$ cat config.mk
export PLATFORM = sky130hd
export DESIGN_NAME = fp_issue_ctrl
export DESIGN_NICKNAME = d
export VERILOG_FILES = /design/src/rtl/fp_issue_ctrl.sv
export SDC_FILE = /design/constraint.sdc
export NUM_CORES = 1
export LEC_CHECK = 0
export CAP_MARGIN = 30
export CORE_MARGIN = 2
export CORE_UTILIZATION = 43
export DETAILED_ROUTE_END_ITERATION = 8
export GPL_ROUTABILITY_DRIVEN = 0
export GPL_TIMING_DRIVEN = 0
export PLACE_DENSITY = 0.87
export SLEW_MARGIN = 20
export SYNTH_ARGS = -nofsm -noshare
export SYNTH_HDL_FRONTEND = slang
export SYNTH_SLANG_ARGS = --single-unit
export TNS_END_PERCENT = 20
$ cat constraint.sdc
create_clock -name clk -period 2.85 [get_ports clk]
set_clock_uncertainty 0.1 [all_clocks]
set_input_delay 0.285 -clock clk [delete_from_list [all_inputs] [get_ports clk]]
set_output_delay 0.285 -clock clk [all_outputs]
set_load 0.01 [all_outputs]
$ cat src/rtl/fp_issue_ctrl.sv
// Issues FP operations one at a time to a non-pipelined FPU, keeps the pending destination as a
// one-entry scoreboard, and shares the single FP register-file write port with FP-load writeback.
// Handshake: fpu_start_o is a one-cycle request with no ready; fpu_done_i is a one-cycle response
// with no back-pressure; fld_we_i is never stalled and always owns the write port when asserted.
module fp_issue_ctrl #(
    parameter int TIMEOUT = 64,
    parameter int CNT_W   = 7
) (
    input  logic        clk,
    input  logic        rst,
    input  logic        start_i,
    input  logic [3:0]  op_i,
    input  logic        we_i,
    input  logic [4:0]  rd_i,
    input  logic [4:0]  rs1_i,
    input  logic [4:0]  rs2_i,
    input  logic [4:0]  rs3_i,
    input  logic        use_rs3_i,
    input  logic        flush_i,
    input  logic        fld_we_i,
    input  logic [4:0]  fld_rd_i,
    input  logic [31:0] fld_data_i,
    input  logic        fpu_done_i,
    input  logic [31:0] fpu_result_i,
    output logic        stall_d_o,
    output logic        fpu_start_o,
    output logic [3:0]  fpu_op_o,
    output logic        rf_we_o,
    output logic [4:0]  rf_waddr_o,
    output logic [31:0] rf_wdata_o,
    output logic        busy_o,
    output logic        timeout_o,
    output logic [2:0]  dbg_state_o
);

    typedef enum logic [2:0] {
        IDLE  = 3'd0,
        ISSUE = 3'd1,
        BUSY  = 3'd2,
        HOLD  = 3'd3,
        DRAIN = 3'd4
    } state_t;

    state_t           state, state_nx;
    logic [CNT_W-1:0] wd_cnt;
    logic [3:0]       p_op;
    logic [4:0]       p_rd;
    logic             p_we;
    logic [31:0]      hold_q;

    logic             hazard;
    logic             accept;
    logic             wd_expire;
    logic             fpu_we;
    logic [31:0]      fpu_wdata;
    logic             capture_hold;

    assign hazard = (state != IDLE) && p_we &&
                    ((rs1_i == p_rd) || (rs2_i == p_rd) ||
                     (use_rs3_i && (rs3_i == p_rd)) || (we_i && (rd_i == p_rd)));
    assign accept    = start_i && !flush_i && (state == IDLE) && !hazard;
    assign stall_d_o = start_i && !flush_i && ((state != IDLE) || hazard);
    // ISSUE clears the count, so it reads TIMEOUT-1 exactly TIMEOUT cycles after ISSUE.
    assign wd_expire = (wd_cnt == CNT_W'(TIMEOUT - 1));

    assign busy_o      = (state != IDLE);
    assign fpu_op_o    = p_op;
    assign dbg_state_o = state;

    always_comb begin
        state_nx     = state;
        fpu_start_o  = 1'b0;
        timeout_o    = 1'b0;
        fpu_we       = 1'b0;
        fpu_wdata    = '0;
        capture_hold = 1'b0;
        case (state)
            IDLE: begin
                if (accept) state_nx = ISSUE;
            end
            ISSUE: begin
                fpu_start_o = 1'b1;
                state_nx    = flush_i ? DRAIN : BUSY;
            end
            BUSY: begin
                if (fpu_done_i) begin
                    // A flush coinciding with done discards the result; the FPU is already free.
                    if (flush_i || !p_we) begin
                        state_nx = IDLE;
                    end else if (!fld_we_i) begin
                        fpu_we    = 1'b1;
                        fpu_wdata = fpu_result_i;
                        state_nx  = IDLE;
                    end else begin
                        capture_hold = 1'b1;
                        state_nx     = HOLD;
                    end
                end else if (wd_expire) begin
                    timeout_o = 1'b1;
                    state_nx  = IDLE;
                end else if (flush_i) begin
                    state_nx = DRAIN;
                end
            end
            HOLD: begin
                if (!fld_we_i) begin
                    fpu_we    = 1'b1;
                    fpu_wdata = hold_q;
                    state_nx  = IDLE;
                end
            end
            DRAIN: begin
                if (fpu_done_i) begin
                    state_nx = IDLE;
                end else if (wd_expire) begin
                    timeout_o = 1'b1;
                    state_nx  = IDLE;
                end
            end
            default: state_nx = IDLE;
        endcase
    end

    // Loads always win the port; the FPU source only writes when the load is idle.
    always_comb begin
        rf_we_o    = 1'b0;
        rf_waddr_o = '0;
        rf_wdata_o = '0;
        if (fld_we_i) begin
            rf_we_o    = 1'b1;
            rf_waddr_o = fld_rd_i;
            rf_wdata_o = fld_data_i;
        end else if (fpu_we) begin
            rf_we_o    = 1'b1;
            rf_waddr_o = p_rd;
            rf_wdata_o = fpu_wdata;
        end
    end

    always_ff @(posedge clk) begin
        if (rst) begin
            state  <= IDLE;
            wd_cnt <= '0;
            p_op   <= '0;
            p_rd   <= '0;
            p_we   <= 1'b0;
            hold_q <= '0;
        end else begin
            state <= state_nx;
            if (accept) begin
                p_op <= op_i;
                p_rd <= rd_i;
                p_we <= we_i;
            end
            if (state == ISSUE) begin
                wd_cnt <= '0;
            end else if ((state == BUSY) || (state == DRAIN)) begin
                wd_cnt <= wd_cnt + CNT_W'(1);
            end
            if (capture_hold) hold_q <= fpu_result_i;
        end
    end

endmodule

==> flow_summary_export.csv <==
group,metric,value,unit
status,status,"complete, no violations",
finish,drive_gt1_share,7.836,%
global_routing,grt_pass1_wl,14.65,mm
cts,worstSkewPairLatency,300,ps
critical_path,cp.required,2470,ps
global_routing,grt_max_degree,17,
placed_design,dp_cells,603,
logic_synthesis,syn_area,2824,um2
finish,finalNonFillerCells,613,
drt,drt-initial-drc-count,181,
pwr,power.switching,727.0,uW
pwr,clockPowerShare,24.2,%
cts,cts_root_buffer,"clkbuf_8",
pwr,internal-power,1.493,mW
global_routing,grt_pass1_vias,3099,
sta,fmax,370.6,MHz
drt,final_antenna_net_count,0,
job,max-cap-violations,0,
sta,fin_crit_sh,94.67,%
cts,cts_tree,"built",
die,die_w,85.04,um
cts,numCtsBuffers,5,
finish,layout-area-overhead-vs-synth,56.93,%
critical_path,crit_type,"register to output pin",
logic_synthesis,synth_area_leader_cell,"dfxtp_1",
sta,finalCriticalPeriod,2698,ps
cts,ctsHoldBuffers,0,
critical_path,startpoint_type,"register",
logic_synthesis,synthCells,393,
die,die-area,7232,um2
pwr,p_leak,1.553,nW
cts,clk_path_buf_depth,2,
drt,drt_drc_violations_left,0,
logic_synthesis,yosys.area.top_type_share,36.86,%
cts,cts_max_level,2,
placed_design,place_ws,-166.4,ps
logic_synthesis,yosys_warnings,0,
drt,drt-total-wl,8.892,mm
pwr,combPwrFrac,38.6,%
critical_path,cp_max_fo,10,
pwr,p_seq_share,37.2,%
logic_synthesis,synth_area_leaders,"dfxtp_1, nand2_1, a22oi_1",
placed_design,port_buffers,133,
sta,holdWs,325.4,ps
logic_synthesis,yosys.cell_types.count,39,
critical_path,cp-end-kind,"output pin",
sta,slew_headroom,64.22,%
global_routing,antenna_found_initial,0,
sta,setup-tns-final,0,ps
cts,clock-sinks,52,
drt,drt_pre_antenna_iters,4,
finish,layout_common_cells,"clkdlybuf4s50_1, nand2_1, dfxtp_1",
logic_synthesis,synth-seq-cells,52,
logic_synthesis,synth_nets,495,
sta,worst_pin_slew,536.7,ps
sta,grt_setup_unrepaired,"no",
finish,final_common_cell,"clkdlybuf4s50_1",
critical_path,worstPathArrival,2310,ps
global_routing,grt-ovfl-total,0,
pwr,power.density,501.0,nW/um2
logic_synthesis,yosysSeqAreaShare,36.86,%
drt,vias_per_cell,5.356,
sta,setup_violations,0,
pwr,power.total,2.220,mW
global_routing,grt_util_all_layers,24.76,%
die,die_h,85.04,um
die,io_pins,150,
finish,nets,637,
die,core_area,6350,um2
logic_synthesis,postSynthAreaPerCell,7.186,um2
sta,final_max_slew_viol_count,0,
pwr,peakVddDrop,0.5075,mV
die,initial_core_util,44.47,%
cts,cts.clk_slew.worst_paths,90,ps
finish,n_antenna_cell,0,
placed_design,dp.final_hpwl,6.686,mm
drt,post_drt_wl_per_cell,14.51,um
hold_path,hold_path_class,"primary input to register",
sta,hold_viol,0,
pwr,switching_share,32.74,%
sta,timing.final.ws_setup,151.9,ps
drt,num_vias,3283,
die,num_rows,29,
[critical path: stages, from the launching register on]
cell	delay, ps
dfxtp_1	370
clkbuf_4	220
and2_1	210
buf_4	210
buf_4	180
o21ai_0	110
o21ai_0	150
clkdlybuf4s50_1	560
[per-layer routing]
| metal | wire length (um) | share of wire [%] | vias up | track usage, % |
|---|---|---|---|---|
| li1 | - | - | 1648 | - |
| met1 | 3931 | 44 | 1499 | 32.45 |
| met2 | 4252 | 48 | 122 | 40.48 |
| met3 | 539 | 6.1 | 14 | 4.961 |
| met4 | 169 | 1.9 | 0 | 8.947 |
| met5 | 0 | 0 | - | 0 |
[flip-flops by register name (all words and copies together), names as in the netlist]
| signal | count |
|---|---|
| p_rd | 5 |
| p_we | 1 |
| wd_cnt | 7 |
| fpu_op_o | 4 |
| dbg_state_o | 3 |
| hold_q | 32 |
[Yosys cell counts, drive strengths merged]
cell type / n
a2111oi: 1
and2: 3
a22oi: 32
a211oi: 1
a2111o: 1
nand2b: 2
buf: 16
nand4b: 2
nor3: 6
or3: 1
o311a: 1
or4: 2
o21ai: 49
and4b: 1
nor2: 8
a21oi: 45
dfxtp: 52
nand3b: 1
nor3b: 2
nand3: 12
o31a: 1
or2: 2
and3: 1
nand2: 118
o22ai: 1
xnor2: 5
clkbuf: 18
inv: 1
nor2b: 3
and2b: 1
ha: 1
or4b: 1
nor4: 2
[power by group through the flow]
| stage | clock network [mW] | logic (mW) | registers (mW) |
|---|---|---|---|
| finish | 0.536 | 0.857 | 0.827 |
| global route | 0.584 | 0.934 | 0.831 |
| CTS | 0.547 | 0.846 | 0.820 |
| detailed placement | 0 | 0.839 | 0.837 |
| global placement | 0 | 0.821 | 0.834 |
| floorplan | 0 | 0.457 | 0.837 |
[cells by family (layout without fill, tap and decap cells)]
group	Yosys count	after routing	synth area share, %
AND/OR/NAND/NOR	168	168	26.89
AO/OA/AOI/OAI	132	132	27.47
flip-flops	52	52	36.86
XOR/XNOR	5	5	2.215
buffers and inverters	35	178	6.114
adder cells (fa/ha/maj)	1	1	0.4430
[metrics by stage]
stage                     area, um2  utilization, %
after detailed placement       4252           66.96
final                          4432           69.79
after floorplan                2824               -
after global routing           4432           69.79
after CTS                      4402           69.32
after global placement         4252           66.96
[timing repair]
item	in CTS	in global routing
setup buffers	2	0
setup endpoints to repair	37	25
resized for setup	3	16
cloned	0	0
pin swaps	0	0
[layout make-up]
type | count | area, um2
buffer | 34 | 178.9
clock buffer | 6 | 82.58
clock inverter | 2 | 38.79
inverter | 1 | 3.754
tap | 77 | 96.34
timing repair buffer | 135 | 1368
sequential | 52 | 1042
fill | 514 | 1918
multi-input combinational | 306 | 1622
[worst paths after layout]
check / cells after the start / start / slack, ps / endpoint
worst max-delay path: 7 / dbg_state_o[0]$_SDFFE_PP0P_ / 150 / rf_waddr_o[1]
worst min register to register: 2 / hold_q[12]$_SDFFE_PP0P_ / 360 / hold_q[12]$_SDFFE_PP0P_
worst max register to register: 5 / wd_cnt[0]$_SDFFE_PP0P_ / 890 / dbg_state_o[1]$_SDFFE_PP0P_
worst min-delay path: 3 / fpu_done_i / 330 / dbg_state_o[2]$_SDFFE_PP0P_
No activity file was read; power rests on OpenSTA's default activity.
